[src/rtl/bus_io_timer.sv]
// bus_io_timer
//   Memory-mapped I/O responder on the 6502 CPU bus. It provides:
//   - an 8-bit output port
//   - a synchronized 8-bit input port with falling-edge detect on one bit
//   - a 16-bit down-counting timer (one-shot or continuous) with a reload latch
//   - a level IRQ to the CPU
//   Read data is registered: it is valid one cycle after the address, in the
//   same way as the system ROM/RAM.
//
// Ports
//   i_clk      CPU bus clock
//   i_reset    asynchronous, active-high reset
//   i_cs       chip select from the top-level address decoder
//   i_addr     register offset (CPU AB[2:0])
//   i_we       1 = write cycle
//   i_din      write data (CPU DO)
//   o_dout     registered read data (CPU DI)
//   i_port_in  asynchronous external inputs
//   o_port_out output port register
//   o_irq      active-high interrupt request
//
// Register map
//   0 PORT  1 PIN  2 TLO  3 THI  4 CTRL  5 IFR  6,7 read as zero
module bus_io_timer #(
   parameter logic [15:0] TIMER_RESET = 16'hFFFF,
   parameter logic [7:0]  PORT_RESET  = 8'h00,
   parameter int          SYNC_STAGES = 2,
   parameter int          EDGE_BIT    = 0
) (
   input  logic       i_clk,
   input  logic       i_reset,
   input  logic       i_cs,
   input  logic [2:0] i_addr,
   input  logic       i_we,
   input  logic [7:0] i_din,
   output logic [7:0] o_dout,
   input  logic [7:0] i_port_in,
   output logic [7:0] o_port_out,
   output logic       o_irq
);

   localparam logic [2:0] A_PORT = 3'd0;
   localparam logic [2:0] A_PIN  = 3'd1;
   localparam logic [2:0] A_TLO  = 3'd2;
   localparam logic [2:0] A_THI  = 3'd3;
   localparam logic [2:0] A_CTRL = 3'd4;
   localparam logic [2:0] A_IFR  = 3'd5;

   logic [SYNC_STAGES-1:0][7:0] r_sync;
   logic        r_edge_prev;
   logic [15:0] r_latch;
   logic [15:0] r_counter;
   logic        r_running;
   logic [2:0]  r_ctrl;
   logic [1:0]  r_ifr;

   logic       w_wr;
   logic       w_rd;
   logic       w_thi_wr;
   logic       w_uflow;
   logic       w_fall;
   logic [7:0] w_pin;
   logic [1:0] w_ifr_clr;
   logic [1:0] w_ifr_nxt;
   logic [7:0] w_rd_data;

   assign w_wr     = i_cs & i_we;
   assign w_rd     = i_cs & ~i_we;
   assign w_thi_wr = w_wr & (i_addr == A_THI);
   assign w_uflow  = r_running & (r_counter == 16'd0);
   assign w_pin    = r_sync[SYNC_STAGES-1];
   assign w_fall   = r_edge_prev & ~w_pin[EDGE_BIT];

   // A new event on the same edge as a W1C keeps the flag set. A THI write
   // restarts the timer and therefore discards a coincident underflow.
   always_comb begin
      w_ifr_clr    = (w_wr && (i_addr == A_IFR)) ? i_din[1:0] : 2'b00;
      w_ifr_nxt    = r_ifr;
      w_ifr_nxt[0] = w_thi_wr ? 1'b0 : (w_uflow | (r_ifr[0] & ~w_ifr_clr[0]));
      w_ifr_nxt[1] = w_fall | (r_ifr[1] & ~w_ifr_clr[1]);
   end

   always_comb begin
      w_rd_data = 8'h00;
      case (i_addr)
         A_PORT:  w_rd_data = o_port_out;
         A_PIN:   w_rd_data = w_pin;
         A_TLO:   w_rd_data = r_counter[7:0];
         A_THI:   w_rd_data = r_counter[15:8];
         A_CTRL:  w_rd_data = {5'b0, r_ctrl};
         A_IFR:   w_rd_data = {6'b0, r_ifr};
         default: w_rd_data = 8'h00;
      endcase
   end

   always_ff @(posedge i_clk or posedge i_reset) begin
      if (i_reset) begin
         r_sync      <= '0;
         r_edge_prev <= 1'b0;
      end else begin
         r_sync      <= {r_sync[SYNC_STAGES-2:0], i_port_in};
         r_edge_prev <= w_pin[EDGE_BIT];
      end
   end

   always_ff @(posedge i_clk or posedge i_reset) begin
      if (i_reset) begin
         o_dout     <= 8'h00;
         o_port_out <= PORT_RESET;
         r_ctrl     <= 3'b000;
         r_ifr      <= 2'b00;
      end else begin
         r_ifr <= w_ifr_nxt;
         if (w_rd)
            o_dout <= w_rd_data;
         if (w_wr && (i_addr == A_PORT))
            o_port_out <= i_din;
         if (w_wr && (i_addr == A_CTRL))
            r_ctrl <= i_din[2:0];
      end
   end

   always_ff @(posedge i_clk or posedge i_reset) begin
      if (i_reset) begin
         r_latch   <= TIMER_RESET;
         r_counter <= 16'd0;
         r_running <= 1'b0;
      end else begin
         if (w_wr && (i_addr == A_TLO))
            r_latch[7:0] <= i_din;
         if (w_thi_wr) begin
            r_latch[15:8] <= i_din;
            r_counter     <= {i_din, r_latch[7:0]};
            r_running     <= 1'b1;
         end else if (w_uflow) begin
            if (r_ctrl[0])
               r_counter <= r_latch;
            else
               r_running <= 1'b0;
         end else if (r_running) begin
            r_counter <= r_counter - 16'd1;
         end
      end
   end

   assign o_irq = (r_ifr[0] & r_ctrl[1]) | (r_ifr[1] & r_ctrl[2]);

endmodule

[config.mk]
export PLATFORM = sky130hd
export DESIGN_NAME = bus_io_timer
export DESIGN_NICKNAME = d
export VERILOG_FILES = /design/src/rtl/bus_io_timer.sv
export SDC_FILE = /design/constraint.sdc
export NUM_CORES = 1
export LEC_CHECK = 0
export BUFFER_PORTS_ARGS = -buffer_cell sky130_fd_sc_hd__buf_2
export CORE_MARGIN = 2
export CORE_UTILIZATION = 54
export CTS_CLUSTER_SIZE = 20
export DETAILED_ROUTE_END_ITERATION = 8
export GPL_ROUTABILITY_DRIVEN = 0
export PLACE_DENSITY = 0.83
export SYNTH_ARGS = -nofsm -noshare
export SYNTH_HDL_FRONTEND = slang
export SYNTH_SLANG_ARGS = --single-unit
[constraint.sdc]
create_clock -name i_clk -period 3 [get_ports i_clk]
set_input_delay 0.3 -clock i_clk [delete_from_list [all_inputs] [get_ports i_clk]]
set_output_delay 0.3 -clock i_clk [all_outputs]
set_load 0.005 [all_outputs]
### After elaboration in Yosys (flattened, before gate mapping)

Index checks and enable logic that the tools add are counted.

* flip-flop bits (word level): 71
* latch bits: 0
* RAM bits: 0
* memory bits (read-only): 0
* input bits: 23
* output and inout bits: 17
* logic and storage cells: 55
* memories kept: 0

* $add $sub $neg: 1
* $mul: 0
* divide/modulo/power cells: 0
* order comparisons: 0
* equal/unequal tests: 7
* shifts and indexed selects: 0
* multiplexer cells: 10
* bitwise operators: 16
* reductions and logical operators: 10

Operators by type and width (count)
* 2-to-1 mux 16 bit: 4
* case mux 8 bit (6 select lines): 1
* logical NOT 16 bit: 1
* subtractor 16 x 1 -> 16 bit, second input constant: 1
* AND 1 bit: 9
* == test 3 x 2 -> 1 bit, second input constant: 2
* == test 3 bit, second input constant: 2
* logical AND 1 bit: 4
* 2-to-1 mux 1 bit: 4
* NOT 1 bit: 4
* AND reduction 2 bit: 2
* == test 3 x 1 -> 1 bit, second input constant: 1
* logical NOT 3 bit: 1
* != test 3 bit, second input constant: 1
* bitwise OR 1 bit: 3
* nonzero test 3 bit: 1
* 2-to-1 mux 2 bit: 1
* != test 2 x 1 -> 1 bit, second input constant: 1
* nonzero test 2 bit: 1

### Longest topological paths before layout

Gate-level depths: netlist of run 1.

* depth in word-level cells: 7
* gate-level depth with buffers: 10

### Worst setup path after synthesis of run 1

OpenSTA, ideal clock, no wires.

* kind: flip-flop to flip-flop
* start: register r_counter[0]
* end: register r_counter[5]
* library setup time: 121 ps
* data arrival time: 1960 ps
* path slack: 919 ps
* cell stages (with the launch flop): 9
* buffers on the path: 1
* cells stage by stage: dfrtp_1 inv_1 ha_1 nor3b_4 and3_1 buf_4 a21oi_4 mux2_1 o22a_1

* word-level cells in the longest chain between the ends: 4

RTL lines
* start, declared: RTL line 52 `logic [15:0] r_counter;`
* start signal, assigned: RTL line 133 `r_counter <= {i_din, r_latch[7:0]};`
* start signal, assigned: RTL line 137 `r_counter <= r_latch;`
* start signal, assigned: RTL line 141 `r_counter <= r_counter - 16'd1;`
* subtractor 16 x 1 -> 16 bit or logical NOT 16 bit (tied branches): RTL line 141, 70
* 2-to-1 mux 16 bit or AND 1 bit (tied branches): RTL line 140, 70
* 2-to-1 mux 16 bit, or another cell as far along: RTL line 135 `end else if (w_uflow) begin`
* 2-to-1 mux 16 bit or AND reduction 2 bit (tied branches)

Parallel ways exist; a longest one is shown, timed or not. The select of a mux whose other input is x is not followed.
A chain may end at the register's enable or synchronous reset.

### Final worst setup path of run 1

* start: register r_counter[0]
* end: register r_counter[9]

Same word-level chain as after synthesis.

==> results of run 1 <==
[state kept, by name, indices dropped and copies added (netlist names)]
signal       flops
r_ctrl           3
r_edge_prev      1
r_latch         16
r_ifr            2
r_sync           8
r_running        1
w_pin            8
o_port_out       8
r_counter       16
o_dout           8
[final cells by class]
class	instances	area, um2
clock buffer	9	124
timing repair buffer	45	240
tap	77	96.3
multi-input combinational	204	1540
fill	495	2320
sequential	71	1800
inverter	7	26.3
clock inverter	7	97.6
[layer usage]
layer | share of wire | track usage
met1 | 0.41 | 0.324
met2 | 0.48 | 0.387
met3 | 0.073 | 0.0702
met4 | 0.035 | 0.128
met5 | 0 | 0
[through the flow]
step                      cell area (um2)   util  power, W  std cells  setup WS (ns)
after floorplan                      3430      -   0.00189        293          0.919
after global placement               3700  0.593   0.00209        404          0.813
after detailed placement             3700  0.593   0.00214        404          0.694
after CTS                            3930  0.629   0.00298        420          0.689
after global routing                 3930  0.629   0.00314        420          0.453
final                                3930  0.629   0.00298        420          0.674
[final timing paths]
check	from	to	cells past startpoint
max in group asynchronous	i_reset	r_latch[14]$_DFFE_PP1P_	3
worst max-delay path	r_counter[0]$_DFFE_PP0P_	r_counter[9]$_DFFE_PP0P_	8
min in group asynchronous	i_reset	o_dout[1]$_DFFE_PP0P_	2
worst max register to register	r_counter[0]$_DFFE_PP0P_	r_counter[9]$_DFFE_PP0P_	8
worst min-delay path	i_port_in[2]	r_sync[2]$_DFF_PP0_	1
worst min register to register	r_sync[4]$_DFF_PP0_	w_pin[4]$_DFF_PP0_	0
[synth_stat cells (all sizes together), types with 2 or more instances]
library cell,instances
o22ai,2
or4,2
a31oi,5
o21ai,21
dfstp,16
clkbuf,4
inv,7
nor2,17
o211ai,2
nand3,5
a22oi,2
dfrtp,55
nand4,3
nand3b,2
o2111ai,2
mux2i,6
nor4,3
nand2,43
mux4,6
nand2b,3
o41ai,2
o22a,3
and3,2
mux2,23
buf,7
a22o,9
or2,2
nor3,8
or3,2
nor2b,3
a21oi,10
[power groups by stage]
stage | clock [W] | combinational (W) | sequential [W]
2_1_floorplan | 0 | 0.000488 | 0.00140
3_3_place_gp | 0 | 0.000629 | 0.00146
3_5_place_dp | 0 | 0.000654 | 0.00148
4_1_cts | 0.000861 | 0.000657 | 0.00147
5_1_grt | 0.000897 | 0.000739 | 0.00151
6_report | 0.000842 | 0.000657 | 0.00148
[worst max-delay path, delay by kind of cell, from the launching register on]
family	cells	cell delay, ns
buffers and inverters	2	0.31
and+or+nand+nor	2	0.74
AOI/OAI and AO/OA	3	0.50
adders and majority gates	1	0.21
DFF	1	0.42
[cells by family (layout without fill, tap and decap cells)]
kind of cell	count (synthesis)	after routing	share of synthesized area
simple gates	99	99	0.164
flops	71	71	0.523
compound gates	68	68	0.146
mux	35	35	0.133
buf+inv	18	68	0.0273
fa+ha+maj	1	1	0.00364
xor+xnor	1	1	0.00255
==> key figures, run 1 <==
Status
  – Status: finished, final reports clean

Critical path
  – Critical-path top delay cell: dfrtp_1
  – Critical Path Fanout Max: 14
  – Setup CP Type: reg2reg
  – Cell mode on critical path: inv_1
  – Crit path cell chain: inv_1 > ha_1 > nor3b_4 > and3_1 > a21o_4 > inv_1 > o21ai_0 > o2bb2ai_1
  – Setup slack, reg-to-reg: 0.67 ns
  – Worst setup EP type: register
  – Nature of the critical path startpoint: register
  – Critical Path Max Stage Delay: 0.42 ns
  – CP required: 3.23 ns
  – CP arrival: 2.55 ns

GRT
  – Grt total ovfl: 0
  – Largest net degree at the start of global routing: 37
  – GRT Total Usage: 0.250
  – Vias in the first global route: 2694
  – Initial antenna violation count: 0
  – First-pass GRT wire length: 13500 um

Timing
  – Period utilisation layout: 0.775
  – Hold WS: 0.0471 ns
  – Setup TNS: 0 ns
  – Rel. slew slack: 0.497
  – # setup viols final: 0
  – RSZ-0062 raised after global routing: false
  – Min Tclk post-route: 2.33 ns
  – Max Clk Rate: 0.430 GHz
  – Hold Vio Cnt, Final: 0
  – Clock Skews: 0.00690 ns
  – Max Slew Vio Count: 0
  – Slew @ Worst Pin: 0.753 ns

CTS
  – CTS resizes: 0
  – Buffer count from post-CTS setup fixing: 0
  – Clk root buf: clkbuf_8
  – Reg clk slew, reported paths: 0.08 ns
  – Clock Sink Count: 71
  – Cts hold-fix bufs: 0
  – Skew-Pair Late Insertion Delay: 0.35 ns
  – Clock Path Buffers: 2
  – CTS tree: yes
  – Clock buffers created by TritonCTS: 9
  – H-tree depth: 3

Detailed routing
  – Number of DRC violations after detailed-routing iteration 0: 300
  – Vias per cell: 6.15
  – Routed WL: 8080 um
  – Vias post-DR: 2583
  – DRC errors left: 0
  – Remaining antenna violation count: 0
  – DR WL/cell: 19.2 um
  – DR pass1 iterations: 5

Finish
  – Most common cell after layout, fill and taps aside: dfrtp_1
  – Antenna cells: 0
  – Area delta synth->final: 14.3%
  – Most frequent cells in the layout: dfrtp_1 (55), nand2_1 (43), buf_2 (39)
  – Share of cells above drive strength 1: 0.367
  – NumNets Final: 362

Synthesis
  – Register bit total from synthesis: 71
  – Leading area contributor after synthesis: dfrtp_1
  – Register area share after synthesis: 0.523
  – Synth area leaders: dfrtp_1 (40%), dfstp_2 (12%), mux2_2 (6.9%), nand2_1 (4.7%), mux4_2 (3.3%)
  – Syn_nets: 317
  – Netlist cell types: 63
  – Synth Cell Area: 3430 um2
  – Number of synthesized flops with an enable pin: 0
  – Synth Instances: 293
  – Syn avg cell area: 11.7 um2
  – Synth async-reset ratio: 1.00
  – Yosys warning count: 0
  – Share of Yosys cell area claimed by the top area cell type: 0.401
  – Ys flop type: dfrtp_1

Power
  – Clock Power Share: 0.283
  – Net Sw Power: 0.000967 W
  – Max VDD drop: 0.000690 V
  – Sw Ratio: 0.325
  – Pint: 0.00201 W
  – LEAKAGE: 1.70 nW
  – P per Cell Area: 758 nW/um2
  – Combinational share of power: 0.221
  – Reg power frac: 0.496

Placement
  – Port bufs: 39
  – Detail Placement HPWL: 5810 um

Min path
  – Class of the worst hold path: in2reg

Floorplan
  – Die height: 83.8 um
  – Initial Util: 0.550
  – Core area: 6240 um2
  – Die W: 83.8 um
  – Row count: 29
  – Die area: 7010 um2
  – Ports: 40

Job
  – # Max-Cap Violations: 0
Power figures use the tool's default switching activity.
==> run 2: changes to the inputs <==
--- a/config.mk
+++ b/config.mk
@@ -5,6 +5,7 @@
 export SDC_FILE = /design/constraint.sdc
 export NUM_CORES = 1
 export LEC_CHECK = 0
+export ABC_AREA = 1
 export BUFFER_PORTS_ARGS = -buffer_cell sky130_fd_sc_hd__buf_2
 export CORE_MARGIN = 2
 export CORE_UTILIZATION = 54
==> constraint.sdc (replaced) <==
create_clock -name i_clk -period 2.15 [get_ports i_clk]
set_input_delay 0.215 -clock i_clk [delete_from_list [all_inputs] [get_ports i_clk]]
set_output_delay 0.215 -clock i_clk [all_outputs]
set_load 0.005 [all_outputs]
==> run 2 against run 1 <==
  * Non-clock buffer count increased by 9
  * Global-route usage grew 1.5 points
  * Worst setup slack worse by 0.48 ns
  * Count of clock-buffer cells in the layout rose by 1
  * Sequential cell count unchanged
  * Sequential power grew 33%
  * Synthesized cell count grew 49%
  * Fmax increased by 19%
  * Clock power is 28% higher
  * Via count is 19% higher
  * Cell count is 37% higher
==> key figures, run 2 <==
Status
  – Status: finished, final reports clean

Finish
  – Share of cells above drive strength 1: 0.217 (-0.150)
  – Regs by FF count: r_counter x16, r_latch x16
  – Area delta synth->final: 16.1%
  – Register area: 1800 um2 (unchanged)
  – Most common cell after layout, fill and taps aside: nand2_1
  – Filler cells: 504 (+1.8%)
  – Footprint of the multi-input gates: 1490 um2 (-3.3%)
  – Most frequent cells in the layout: nand2_1 (156), dfrtp_1 (55), inv_1 (43)
  – Antenna cells: 0 (unchanged)
  – Fin util: 0.646 (+0.0172)
  – NumNets Final: 516 (+43%)

Timing
  – Period utilisation layout: 0.911 (+0.136)
  – Clock Skews: 0.0141 ns (+0.00722 ns)
  – Hold Vio Cnt, Final: 0 (unchanged)
  – Setup TNS: 0 ns (unchanged)
  – Max Slew Vio Count: 0 (unchanged)
  – Max Clk Rate: 0.511 GHz (+19%)
  – Hold WS: 0.128 ns (+0.0811 ns)
  – Slew @ Worst Pin: 0.418 ns (-0.335 ns)
  – Rel. slew slack: 0.721 (+0.223)
  – # setup viols final: 0 (unchanged)
  – Min Tclk post-route: 1.96 ns (-0.368 ns)
  – RSZ-0062 raised after global routing: false

Critical path
  – RR Startpoint: r_counter[0]$_DFFE_PP0P_
  – Setup CP Type: reg2reg
  – CP Depth: 11 (+3)
  – Crit path cell chain: inv_1 > ha_1 > nand2_2 > nor2_4 > nand3_1 > nand2_2 > nand2_4 > inv_6 > nand2_1 > nand2_1 > inv_1
  – Nature of the critical path startpoint: register
  – Critical Path Max Stage Delay: 0.40 ns (-0.02 ns)
  – Critical-path top delay cell: dfrtp_1
  – CP arrival: 2.20 ns (-0.35 ns)
  – FF-to-FF End: r_counter[9]$_DFFE_PP0P_
  – Buf/Inv on CP: 3 (+1)
  – Cells on worst reg2reg path: 11 (+3)
  – Crit-path leading delay family: simple AND/OR/NAND/NOR gates
  – CP required: 2.39 ns (-0.84 ns)
  – Worst setup EP type: register
  – Setup slack, reg-to-reg: 0.19 ns (-0.48 ns)
  – Critical Path Fanout Max: 15 (+1)

Placement
  – Port bufs: 39 (unchanged)
  – Detail Placement HPWL: 6090 um (+4.7%)

CTS
  – Clock buffers created by TritonCTS: 9 (unchanged)
  – Clock Path Buffers: 2 (unchanged)
  – CTS tree: yes
  – Clock Sink Count: 71 (unchanged)
  – Reg clk slew, reported paths: 0.08 ns (about the same)
  – Clk root buf: clkbuf_8
  – Buffer count from post-CTS setup fixing: 0 (unchanged)
  – Skew-Pair Late Insertion Delay: 0.36 ns (about the same)
  – H-tree depth: 3 (unchanged)

GRT
  – Vias in the first global route: 3018 (+12%)
  – First-pass GRT wire length: 14800 um (+9.5%)
  – Largest net degree at the start of global routing: 72 (+95%)
  – Initial antenna violation count: 0 (unchanged)
  – GRT Total Usage: 0.265 (+0.0146)
  – Grt total ovfl: 0 (unchanged)

Synthesis
  – Syn avg cell area: 8.09 um2 (-31%)
  – Synth area leaders: dfrtp_1 (39%), nand2_1 (17%), dfstp_2 (12%), o21ai_0 (5.2%), inv_1 (4.7%)
  – Ys flop type: dfrtp_1
  – Count leader, synth: nand2_1
  – Register bit total from synthesis: 71 (unchanged)
  – Share of Yosys cell area claimed by the top area cell type: 0.389 (-0.0113)
  – Leading area contributor after synthesis: dfrtp_1
  – Netlist cell types: 35 (-44%)
  – Top cells by count, synth: nand2_1 (156), dfrtp_1 (55), inv_1 (44), nor2_1 (42), o21ai_0 (37)
  – Yosys warning count: 0 (unchanged)
  – Synth Instances: 437 (+49%)
  – Syn_nets: 461 (+45%)
  – Synth async-reset ratio: 1.00 (unchanged)
  – Register area share after synthesis: 0.508 (-0.0148)
  – Synth Cell Area: 3530 um2 (+2.9%)
  – Number of synthesized flops with an enable pin: 0 (unchanged)

Detailed routing
  – DRC errors left: 0 (unchanged)
  – Remaining antenna violation count: 0 (unchanged)
  – Routed WL: 8720 um (+7.9%)
  – Vias per cell: 5.34 (-13%)
  – Vias post-DR: 3068 (+19%)
  – DR WL/cell: 15.2 um (-21%)
  – Number of DRC violations after detailed-routing iteration 0: 365 (+22%)
  – DR pass1 iterations: 6 (+1)

Floorplan
  – Core area: 6350 um2 (+1.7%)
  – Row count: 29 (unchanged)
  – Initial Util: 0.557 (+0.00633)
  – Die area: 7210 um2 (+2.8%)
  – Die W: 84.9 um (+1.4%)
  – Die height: 84.9 um (+1.4%)
  – Ports: 40 (unchanged)

Power
  – LEAKAGE: 2.11 nW (+24%)
  – Max VDD drop: 0.000562 V (-19%)
  – Overall Power: 0.00449 W (+51%)
  – P per Cell Area: 1100 nW/um2 (+44%)

Min path
  – Hold Path Depth: 3 (+2)
  – Hold Path Sink: r_latch[12]$_DFFE_PP1P_
  – Class of the worst hold path: in2reg
  – Hold Crit Start: i_din[4]

Job
  – # Max-Cap Violations: 0 (unchanged)
## run 2: how the worst max path moves through the flow
stage | startpoint | slack (ns) | end
final | r_counter[0]$_DFFE_PP0P_ | 0.19 | r_counter[9]$_DFFE_PP0P_
after CTS | r_counter[0]$_DFFE_PP0P_ | 0.19 | r_counter[9]$_DFFE_PP0P_
after global routing | r_counter[0]$_DFFE_PP0P_ | 0.02 | r_counter[9]$_DFFE_PP0P_
after detailed placement | r_counter[0]$_DFFE_PP0P_ | 0.21 | r_counter[9]$_DFFE_PP0P_
after global placement | r_counter[0]$_DFFE_PP0P_ | 0.33 | r_counter[9]$_DFFE_PP0P_
after floorplan | i_reset | 0.16 | o_dout[0]$_DFFE_PP0P_
## run 2: routing by layer
metal | GRT usage | wire length, um
met1 | 0.362 | 3650
met2 | 0.423 | 4270
met3 | 0.0321 | 491
met4 | 0.131 | 313
met5 | 0 | 0
## run 2: power by group
part / switching (W) / internal [W] / total, W
sequential: 0.000297 / 0.00167 / 0.00197
combinational: 0.000925 / 0.000521 / 0.00145
clock: 0.000539 / 0.000540 / 0.00108
total: 0.00176 / 0.00273 / 0.00449
## run 2: kinds of logic after synthesis
kind of cell	after synthesis	share of synthesized area
AND/OR/NAND/NOR	245	0.310
buffers and inverters	56	0.0694
adder cells (fa/ha/maj)	1	0.00354
AO/OA/AOI/OAI	57	0.0910
XOR/XNOR	7	0.0173
flip-flops	71	0.508
## run 2: final cells by class
type / count / share of cell area
clock inverter: 6 / 0.0168
clock buffer: 10 / 0.0311
sequential: 71 / 0.438
tap: 77 / 0.0235
inverter: 46 / 0.0433
timing repair buffer: 54 / 0.0836
multi-input combinational: 310 / 0.364
## run 2: repair_timing
action / in CTS / in global routing
endpoints found under the setup margin: 0 / 1
hold buffers: 9 / 0
resized for setup: 0 / 1
endpoints found under the hold margin: 63 / 0
## run 2: worst reg2reg max path, stage by stage, from the launching register on
cell,delay (ns)
dfrtp_1,0.40
inv_1,0.11
ha_1,0.26
nand2_2,0.13
nor2_4,0.18
nand3_1,0.18
nand2_2,0.12
nand2_4,0.14
inv_6,0.17
nand2_1,0.06
nand2_1,0.07
inv_1,0.04
## run 2: stage by stage
stage | std cells | cell area (um2) | setup slack [ns]
floorplan | 437 | 3530 | 0.165
global placement | 549 | 3810 | 0.329
detailed placement | 549 | 3810 | 0.208
CTS | 574 | 4100 | 0.185
global route | 574 | 4100 | 0.0197
finish | 574 | 4100 | 0.192
